--- config.mk ---
export PLATFORM = sky130hd
export DESIGN_NAME = burst_read_sequencer
export DESIGN_NICKNAME = d
export VERILOG_FILES = /design/src/rtl/burst_read_sequencer.sv
export SDC_FILE = /design/constraint.sdc
export NUM_CORES = 1
export LEC_CHECK = 0
export CAP_MARGIN = 20
export CORE_MARGIN = 4
export CORE_UTILIZATION = 36
export DETAILED_ROUTE_END_ITERATION = 8
export HOLD_SLACK_MARGIN = 0.06
export PLACE_DENSITY_LB_ADDON = 0.05
export SYNTH_ARGS = -nofsm -noshare
export SYNTH_HDL_FRONTEND = slang
export SYNTH_SLANG_ARGS = --single-unit
--- constraint.sdc ---
create_clock -name clk -period 3.28 [get_ports clk]
set_input_delay 0.328 -clock clk [delete_from_list [all_inputs] [get_ports clk]]
set_output_delay 0.328 -clock clk [all_outputs]
set_load 0.005 [all_outputs]
--- src/rtl/burst_read_sequencer.sv ---
// Burst read address generator for the memory port, with a small output FIFO.
// mem_addr is driven by the registered current-address counter.
`default_nettype none

module burst_read_sequencer #(
  parameter int ADDR_W = 16,
  parameter int DATA_W = 16,
  parameter int LEN_W  = 8,
  parameter int DEPTH  = 4
) (
  input  logic              clk,
  input  logic              reset,
  input  logic              start,
  input  logic [ADDR_W-1:0] base_addr,
  input  logic [LEN_W-1:0]  len,
  input  logic [3:0]        stride,
  output logic [ADDR_W-1:0] mem_addr,
  input  logic [DATA_W-1:0] mem_data,
  output logic              out_valid,
  input  logic              out_ready,
  output logic [DATA_W-1:0] out_data,
  output logic              out_last,
  output logic              busy,
  output logic              done
);

  localparam int PTR_W = (DEPTH > 1) ? $clog2(DEPTH) : 1;
  localparam int CNT_W = PTR_W + 1;

  localparam logic [1:0] S_IDLE  = 2'd0;
  localparam logic [1:0] S_RUN   = 2'd1;
  localparam logic [1:0] S_DRAIN = 2'd2;

  logic [1:0]        state_q, state_d;
  logic [ADDR_W-1:0] cur_addr_q, cur_addr_d;
  logic [LEN_W-1:0]  remaining_q, remaining_d;
  logic [3:0]        stride_q, stride_d;
  logic [CNT_W-1:0]  count_q, count_d;
  logic [PTR_W-1:0]  wr_ptr_q, rd_ptr_q;
  logic              done_q, done_d;

  logic [DATA_W-1:0] data_mem [DEPTH];
  logic              last_mem [DEPTH];

  logic issue;
  logic pop;
  logic is_final;

  // Full test uses the registered count only: a same-cycle pop never frees a slot.
  assign issue    = (state_q == S_RUN) && (count_q != CNT_W'(DEPTH));
  assign pop      = out_valid && out_ready;
  assign is_final = (remaining_q == LEN_W'(1));

  always_comb begin
    count_d = count_q;
    if (issue && !pop) begin
      count_d = count_q + CNT_W'(1);
    end else if (!issue && pop) begin
      count_d = count_q - CNT_W'(1);
    end
  end

  always_comb begin
    state_d     = state_q;
    cur_addr_d  = cur_addr_q;
    remaining_d = remaining_q;
    stride_d    = stride_q;
    done_d      = 1'b0;
    case (state_q)
      S_IDLE: begin
        if (start && (len != '0)) begin
          cur_addr_d  = base_addr;
          remaining_d = len;
          stride_d    = stride;
          state_d     = S_RUN;
        end
      end
      S_RUN: begin
        if (issue) begin
          cur_addr_d  = cur_addr_q + {{(ADDR_W-4){1'b0}}, stride_q};
          remaining_d = remaining_q - LEN_W'(1);
          if (is_final) begin
            state_d = S_DRAIN;
          end
        end
      end
      S_DRAIN: begin
        if (count_d == '0) begin
          state_d = S_IDLE;
          done_d  = 1'b1;
        end
      end
      default: state_d = S_IDLE;
    endcase
  end

  always_ff @(posedge clk or negedge reset) begin
    if (!reset) begin
      state_q     <= S_IDLE;
      cur_addr_q  <= '0;
      remaining_q <= '0;
      stride_q    <= '0;
      count_q     <= '0;
      wr_ptr_q    <= '0;
      rd_ptr_q    <= '0;
      done_q      <= 1'b0;
    end else begin
      state_q     <= state_d;
      cur_addr_q  <= cur_addr_d;
      remaining_q <= remaining_d;
      stride_q    <= stride_d;
      count_q     <= count_d;
      done_q      <= done_d;
      if (issue) begin
        wr_ptr_q <= wr_ptr_q + PTR_W'(1);
      end
      if (pop) begin
        rd_ptr_q <= rd_ptr_q + PTR_W'(1);
      end
    end
  end

  always_ff @(posedge clk) begin
    if (issue) begin
      data_mem[wr_ptr_q] <= mem_data;
      last_mem[wr_ptr_q] <= is_final;
    end
  end

  // Head outputs are forced to zero when empty so reset-time values are defined.
  assign out_valid = (count_q != '0);
  assign out_data  = out_valid ? data_mem[rd_ptr_q] : '0;
  assign out_last  = out_valid ? last_mem[rd_ptr_q] : 1'b0;
  assign mem_addr  = cur_addr_q;
  assign busy      = (state_q != S_IDLE);
  assign done      = done_q;

endmodule

`default_nettype wire

; Word level (Yosys, flattened, before mapping)
; Memories as Yosys holds them, arrays and structs flattened.
; Index checks and enable logic that the tools add are counted.
[classes]
muxes = 19
n_reduce_logical = 16
eq_ne = 8
add_sub_neg = 6
[op_table]
columns = cell, count
row1 = $mux W16, 3
row2 = $pmux W16 S2, 1
row3 = $add A16 B4 Y16, 1
row4 = $mux W8, 2
row5 = $pmux W8 S2, 1
row6 = $eq A8 B1 Y1 const B, 1
row7 = $mux W2, 4
row8 = $ne A2 B2 Y1 const B, 4
row9 = $reduce_bool A8 Y1, 1
row10 = $sub A8 B1 Y8 const B, 1
row11 = $mux W3, 2
row12 = $pmux W2 S3, 1
row13 = $logic_and A1 B1 Y1, 5
row14 = $mux W1, 5
row15 = $add A2 B1 Y2 const B, 2
row16 = $reduce_and A4 Y1, 1
row17 = $reduce_bool A2 Y1, 2
row18 = $add A3 B1 Y3 const B, 1
row19 = $logic_not A3 Y1, 1
row20 = $ne A3 B3 Y1 const B, 1
row21 = $reduce_and A3 Y1, 1
row22 = $reduce_bool A3 Y1, 1
row23 = $sub A3 B1 Y3 const B, 1
row24 = $eq A2 B1 Y1 const B, 1
row25 = other kinds (4), 5
[word_totals]
regBits = 38
input_bits = 48
ram_bits = 68
out_inout_bits = 36
memories = 2
[mem_list]
columns = name, depth, width, read_ports, rd_clocked_by_memory_dff, wr, line_no
row1 = data_mem, 4, 16, 1, 0, 1, 42  ; logic [DATA_W-1:0] data_mem [DEPTH];
row2 = last_mem, 4, 1, 1, 0, 1, 43  ; logic last_mem [DEPTH];

; Longest topological paths before layout
; Gate-level depths: netlist of the first run.
[logic_depth]
depth_word = 9
depth_mapped = 8

; Least setup slack after synthesis of the first run
; No wires, ideal clock.
[synth_path]
kind = register -> register
startpoint = register cur_addr_q[0] (netlist: mem_addr[0])
endpoint = register cur_addr_q[12] (netlist: mem_addr[12])
setup_time_ns = 0.122
t_arrival_ns = 1.976
setup_slack_ns = 1.182
required_time_ns = 3.158
path_stages_with_launch = 8
path_cell_list = dfrtp_1 ha_1 fa_1 a211oi_1 nor2_1 and2_1 a311o_1 o2111a_1
[synth_via]
elab_chain_cells = 3
[synth_lines]
columns = item, line_no
row1 = from (decl), 35  ; logic [ADDR_W-1:0] cur_addr_q, cur_addr_d;
row2 = from (signal assigned), 109  ; cur_addr_q <= cur_addr_d;
row3 = $add A16 B4 Y16, 80  ; cur_addr_d = cur_addr_q + {{(ADDR_W-4){1'b0}}, stride_q};
row4 = $mux W16, 79  ; if (issue) begin
row5 = $pmux W16 S2, 69  ; case (state_q)
; No other way between the ends. The select of a mux whose other input is x is not followed.
; A chain may end at the register's enable or synchronous reset.

; Final worst setup path of the first run
[layout_path]
startpoint = register count_q[1]
endpoint = output out_data[13]
[layout_via]
elab_chain_cells = 2
[layout_lines]
columns = item, line_no
row1 = from (decl), 38  ; logic [CNT_W-1:0] count_q, count_d;
row2 = from (signal assigned), 112  ; count_q <= count_d;
row3 = $reduce_bool A3 Y1, 131  ; assign out_valid = (count_q != '0);
row4 = $mux W16, 132  ; assign out_data = out_valid ? data_mem[rd_ptr_q] : '0;
row5 = to (decl), 21  ; output logic [DATA_W-1:0] out_data,
; No other way between the ends.

==> impl_metrics.json, run 1 <==
{
  "ys_seq_area_share_pct": 59.7,
  "cp_max_fo": 24,
  "synth_xor_area_share_pct": 1.22,
  "drtPass1Iterations": 4,
  "fin_setup_tns_ns": 0,
  "h-tree-depth": 3,
  "ant_nets": 0,
  "r2r_end": "state_q[1]",
  "ff2ff_path_depth": 7,
  "cts_tree": "yes",
  "core_um2": 13500,
  "tightest_slew_ns": 0.931,
  "numCtsBuffers": 9,
  "async_flop_share_pct": 35.8,
  "drv_cap": 0,
  "synth_warnings": 0,
  "p_per_area_nw_per_um2": 933,
  "diodes": 0,
  "wl_per_cell_um": 17.2,
  "synth-seq-cells": 106,
  "yosys_most_used_dff": "edfxtp_1",
  "seqCellArea_um2": 2990,
  "yosysTopAreaCell": "edfxtp_1",
  "track_usage_pct": 14.4,
  "routed-via-count": 3380,
  "numPlacedInstances": 634,
  "die_area_um2": 15900,
  "port_buffers": 83,
  "critPathArrivalTime_ns": 2.57,
  "clkTransAtPathRegs_ns": 0.07,
  "clock_latency_ns": 0.34,
  "start_util_pct": 37.2,
  "pre_cts_ws_ns": 0.743,
  "synth_top_family_by_area": "simple AND/OR/NAND/NOR gates",
  "yosys.area_share.adder_pct": 3.65,
  "synthMuxAreaShare_pct": 7.84,
  "final_cell_mix": "clkdlybuf4s50_1 (82), edfxtp_1 (68), dfrtp_1 (38), nand2_1 (37), a21oi_1 (21)",
  "synth_top_area_share_pct": 40.8,
  "ctsResizeCount": 0,
  "area_growth_pct": 26.1,
  "setup_viol": 0,
  "timing_worst_setup_path_type": "reg2out",
  "final_cells": 649,
  "first_iter_violations": 210,
  "overflow": 0,
  "num_io_pins": 84,
  "gp_congestion": 0.759,
  "drive_above_1_share_pct": 11.2,
  "post-cts-setup-buffers": 0,
  "rsz0062_at_grt": "no",
  "clock_skew_ns": 0.00618,
  "grt_pass1_vias": 3613,
  "grt_max_degree": 39,
  "multiInputGateArea_um2": 1880,
  "timing.reg2reg.setup_slack_ns": 0.78,
  "whs_ns": 0.117,
  "routed_wirelength_mm": 11.2,
  "yosys.area_share.simple_pct": 13.1,
  "synth-edff-count": 68,
  "timing.final.crit_share_pct": 88.2,
  "syn_nets": 448,
  "cts_buffer_depth": 2,
  "holdBufCountCts": 0,
  "status": "finished, final reports clean",
  "synthCells": 386,
  "die_x_um": 126,
  "end_kind": "output port",
  "setup_ws_ns": 0.387,
  "drv_slew": 0,
  "antenna_found_initial": 0,
  "crit_required_ns": 2.95,
  "vias_per_cell": 5.21,
  "max_freq_ghz": 0.346,
  "synth_cell_types": 59,
  "fin_nets": 531,
  "hold_path_class": "in2async",
  "grt_pass1_wl_mm": 18.3,
  "fill_cells": 1279,
  "synth_area_leaders": "edfxtp_1 (41%), dfrtp_1 (19%), mux4_2 (7.6%)",
  "ir_drop_v": 0.000407,
  "maxSlewHeadroom_pct": 38.0,
  "hpwl_mm": 7.51,
  "cts_root_buf": "clkbuf_16",
  "finalHoldViolCount": 0,
  "p_leak_nw": 2.30,
  "fp.dieH_um": 126,
  "synth_compound_area_share_pct": 11.7,
  "clkSinkCount": 106,
  "num_rows": 42,
  "syn_area_um2": 5010,
  "r2r_start": "count_q[0]",
  "avgSynthCellArea_um2": 13.0,
  "layout_min_cycle_time_ns": 2.89,
  "drc_errors": 0,
  "layout_commonest_cell": "clkdlybuf4s50_1",
  "startpoint_type": "register"
}
[state kept, by name, indices dropped and copies added, names as in the netlist, 3 cells and up]
register / count
data_mem: 64
mem_addr: 16
remaining_q: 8
last_mem: 4
stride_q: 4
count_q: 3
[cells in the mapped netlist, types with 2 or more instances]
cell       number
inv_1          10
nand2b_1        3
nor4b_1         2
nor3_1          7
and2_1         20
o211ai_1        2
o22a_1          2
a211oi_1        4
buf_2           5
nand2_1        37
o22ai_1         6
edfxtp_1       68
clkbuf_1       12
a21oi_1        21
ha_1           13
o2bb2ai_1       2
o21ai_0        20
and3_1          9
or4_4           2
xnor2_1         6
a31oi_1         6
a22oi_1         2
dfrtp_1        38
buf_6           2
nor2b_1         3
a2bb2oi_1       3
nor2_1         20
or2_2           2
mux4_2         17
a311o_1         2
nor4_1          2
nand4_1         2
nand3_1        10
[critical path, cell delays in order, from the launching register on]
cell,delay (ns)
dfrtp_1,0.42
inv_1,0.08
ha_1,0.27
nand2b_1,0.69
and2_1,0.24
clkdlybuf4s50_1,0.51
[stage by stage]
stage	utilization [%]	power, W	instance area [µm²]
floorplan	-	0.00384	5010
global placement	44.8	0.00487	6030
detailed placement	44.8	0.00489	6030
CTS	47.0	0.00599	6320
global route	47.0	0.00635	6320
finish	47.0	0.00590	6320
[per-layer routing]
metal  vias to the layer above  GRT usage [%]  wire length [µm]
li1                       1618              -                 -
met1                      1664           18.3              5070
met2                        84           24.3              5460
met3                        14           3.09               470
met4                         0           5.30               189
met5                         -              0                 0
[worst max path at each step]
stage,to,from,cells after the start
3_5_place_dp,mem_addr[12],len[6],5
6_report,out_data[13],count_q[1],5
5_1_grt,out_data[12],count_q[1],5
3_3_place_gp,out_data[13],count_q[1],5
4_1_cts,out_data[13],count_q[1],5
2_1_floorplan,mem_addr[12],mem_addr[0],7
[power by group]
group | switching [W] | total [W] | internal, W
Combinational | 0.00134 | 0.00273 | 0.00139
Clock | 0.000474 | 0.00107 | 0.000593
Sequential | 0.000281 | 0.00210 | 0.00182
Total | 0.00209 | 0.00590 | 0.00380
[cell type report]
cell class,count,share of cell area [%]
multi-input combinational,250,29.8
clock inverter,5,1.01
clock buffer,10,3.62
timing repair buffer,92,14.1
sequential,106,47.4
inverter,10,0.594
tap,176,3.49
[logic make-up (layout without fill, tap and decap cells)]
family,Yosys count,in the layout
AND/OR/NAND/NOR,126,126
flip-flops,106,106
buffers and inverters,30,117
multiplexers,18,18
XOR/XNOR,7,7
adder cells (fa/ha/maj),14,14
AO/OA/AOI/OAI,85,85
Power figures use the tool's default switching activity.
==> inputs of run 2 (changes only) <==
--- a/config.mk
+++ b/config.mk
@@ -8,6 +8,7 @@
 export CAP_MARGIN = 20
 export CORE_MARGIN = 4
 export CORE_UTILIZATION = 36
+export CTS_CLUSTER_DIAMETER = 120
 export DETAILED_ROUTE_END_ITERATION = 8
 export HOLD_SLACK_MARGIN = 0.06
 export PLACE_DENSITY_LB_ADDON = 0.05
==> constraint.sdc (replaced) <==
create_clock -name clk -period 2.9 [get_ports clk]
set_input_delay 0.29 -clock clk [delete_from_list [all_inputs] [get_ports clk]]
set_output_delay 0.29 -clock clk [all_outputs]
set_load 0.005 [all_outputs]
==> run 2 against run 1 <==
First-iteration DRC count up 8.6%. Clock skew up 0.0064 ns. Global-route usage up 0.60 points.
==> impl_metrics.json, run 2 (same netlist as run 1, synthesis figures left out) <==
{
  "tightest_slew_ns": 0.913,
  "timing_worst_setup_path_type": "reg2out",
  "p_leak_nw": 2.33,
  "largest_reg_flops": 64,
  "hold_path_class": "in2async",
  "end_kind": "output port",
  "overflow": 0,
  "startpoint_type": "register",
  "design_area_um2": 6360,
  "ir_drop_v": 0.000403,
  "maxSlewHeadroom_pct": 39.1,
  "endpoint": "out_last",
  "drive_above_1_share_pct": 11.9,
  "crit_required_ns": 2.61,
  "r2r_end": "mem_addr[12]",
  "ctsResizeCount": 0,
  "top_register": "data_mem",
  "setup_viol": 0,
  "holdBufCountCts": 0,
  "placed_cell_area_um2": 6070,
  "drv_slew": 0,
  "fp.dieH_um": 126,
  "start_util_pct": 37.2,
  "p_per_area_nw_per_um2": 1070,
  "grt_pass1_vias": 3580,
  "max_freq_ghz": 0.393,
  "h-tree-depth": 3,
  "drc_errors": 0,
  "ant_nets": 0,
  "grt_max_degree": 39,
  "timing.reg2reg.setup_slack_ns": 0.66,
  "fin_setup_tns_ns": 0,
  "wl_per_cell_um": 17.7,
  "routed_wirelength_mm": 11.5,
  "cts_tree": "yes",
  "antenna_found_initial": 0,
  "timing.final.crit_share_pct": 87.6,
  "first_iter_violations": 228,
  "final_cells": 654,
  "hpwl_mm": 7.92,
  "diodes": 0,
  "gp_congestion": 0.777,
  "drv_cap": 0,
  "status": "finished, final reports clean",
  "numCtsBuffers": 9,
  "routed-via-count": 3401,
  "clkTransAtPathRegs_ns": 0.07,
  "post-cts-setup-buffers": 0,
  "cp_max_fo": 15,
  "layout_commonest_cell": "clkdlybuf4s50_1",
  "crit_start": "rd_ptr_q[0]",
  "track_usage_pct": 15.0,
  "layout_min_cycle_time_ns": 2.54,
  "ff2ff_path_depth": 7,
  "critPathArrivalTime_ns": 2.25,
  "r2r_start": "mem_addr[0]",
  "rsz0062_at_grt": "no",
  "numPlacedInstances": 638,
  "area_growth_pct": 27.0,
  "num_rows": 42,
  "finalHoldViolCount": 0,
  "whs_ns": 0.0779,
  "clock_skew_ns": 0.0126,
  "die_x_um": 126,
  "drtPass1Iterations": 4,
  "port_buffers": 83,
  "cts_buffer_depth": 2,
  "grt_pass1_wl_mm": 19.0,
  "die_area_um2": 15900,
  "clock_latency_ns": 0.34,
  "vias_per_cell": 5.20,
  "clkSinkCount": 106,
  "final_cell_mix": "clkdlybuf4s50_1 (82), edfxtp_1 (68), dfrtp_1 (38), nand2_1 (37), a21oi_1 (21)",
  "setup_ws_ns": 0.358,
  "cts_root_buf": "clkbuf_16",
  "num_io_pins": 84,
  "pre_cts_ws_ns": 0.508,
  "fin_nets": 535,
  "core_um2": 13500
}
[run 2: cell types whose count changed in the layout (fill, tap and decap cells not counted)]
cell      delta
clkinv_4     -2
clkbuf_1     +1
buf_4        +3
buf_12       +1
inv_8        +1
clkinv_2     +1
[run 2: routing by layer]
layer  global-route usage, %  vias to the layer above  wire (µm)  part of all wire [%]
met1                    19.8                     1673       5200                    45
li1                        -                     1628          -                     -
met3                    3.13                       12        483                   4.2
met4                    5.80                        0        174                   1.5
met5                       0                        -          0                     0
met2                    24.5                       88       5680                    49
[run 2: final cells by class]
class | count | area, µm²
inverters | 10 | 37.5
fillers | 1252 | 7090
clock buffers | 11 | 233
well taps | 176 | 220
multi-input cells | 250 | 1880
flip-flops and latches | 106 | 2990
repair buffers | 96 | 936
clock inverters | 5 | 62.6
[run 2: power breakdown]
group	switching, W	total [W]	leakage [nW]	internal [W]
logic	0.00155	0.00317	1.12	0.00162
clock network	0.000558	0.00124	0.142	0.000679
registers	0.000317	0.00237	1.07	0.00206
[run 2: worst min-delay path by stage]
stage | depth (start not counted) | from | to | slack (ns)
after detailed placement | 2 | stride_q[0] | stride_q[0] | 0.47
after global routing | 1 | reset | mem_addr[0] | 0.15
after floorplan | 0 | reset | count_q[0] | -0.006
final | 1 | reset | mem_addr[3] | 0.08
after CTS | 1 | reset | mem_addr[3] | 0.11
after global placement | 2 | stride_q[0] | stride_q[0] | 0.48
[run 2: critical path, cell delays in order, from the launching register on]
cell             delay (ns)
dfrtp_1                0.54
buf_12                 0.23
mux4_2                 0.52
and2_1                 0.17
clkdlybuf4s50_1        0.44
[run 2: through the flow]
step	power (W)	util [%]
final	0.00678	47.3
after global routing	0.00733	47.3
after CTS	0.00690	47.3
after detailed placement	0.00563	45.1
after global placement	0.00560	45.1
after floorplan	0.00435	-
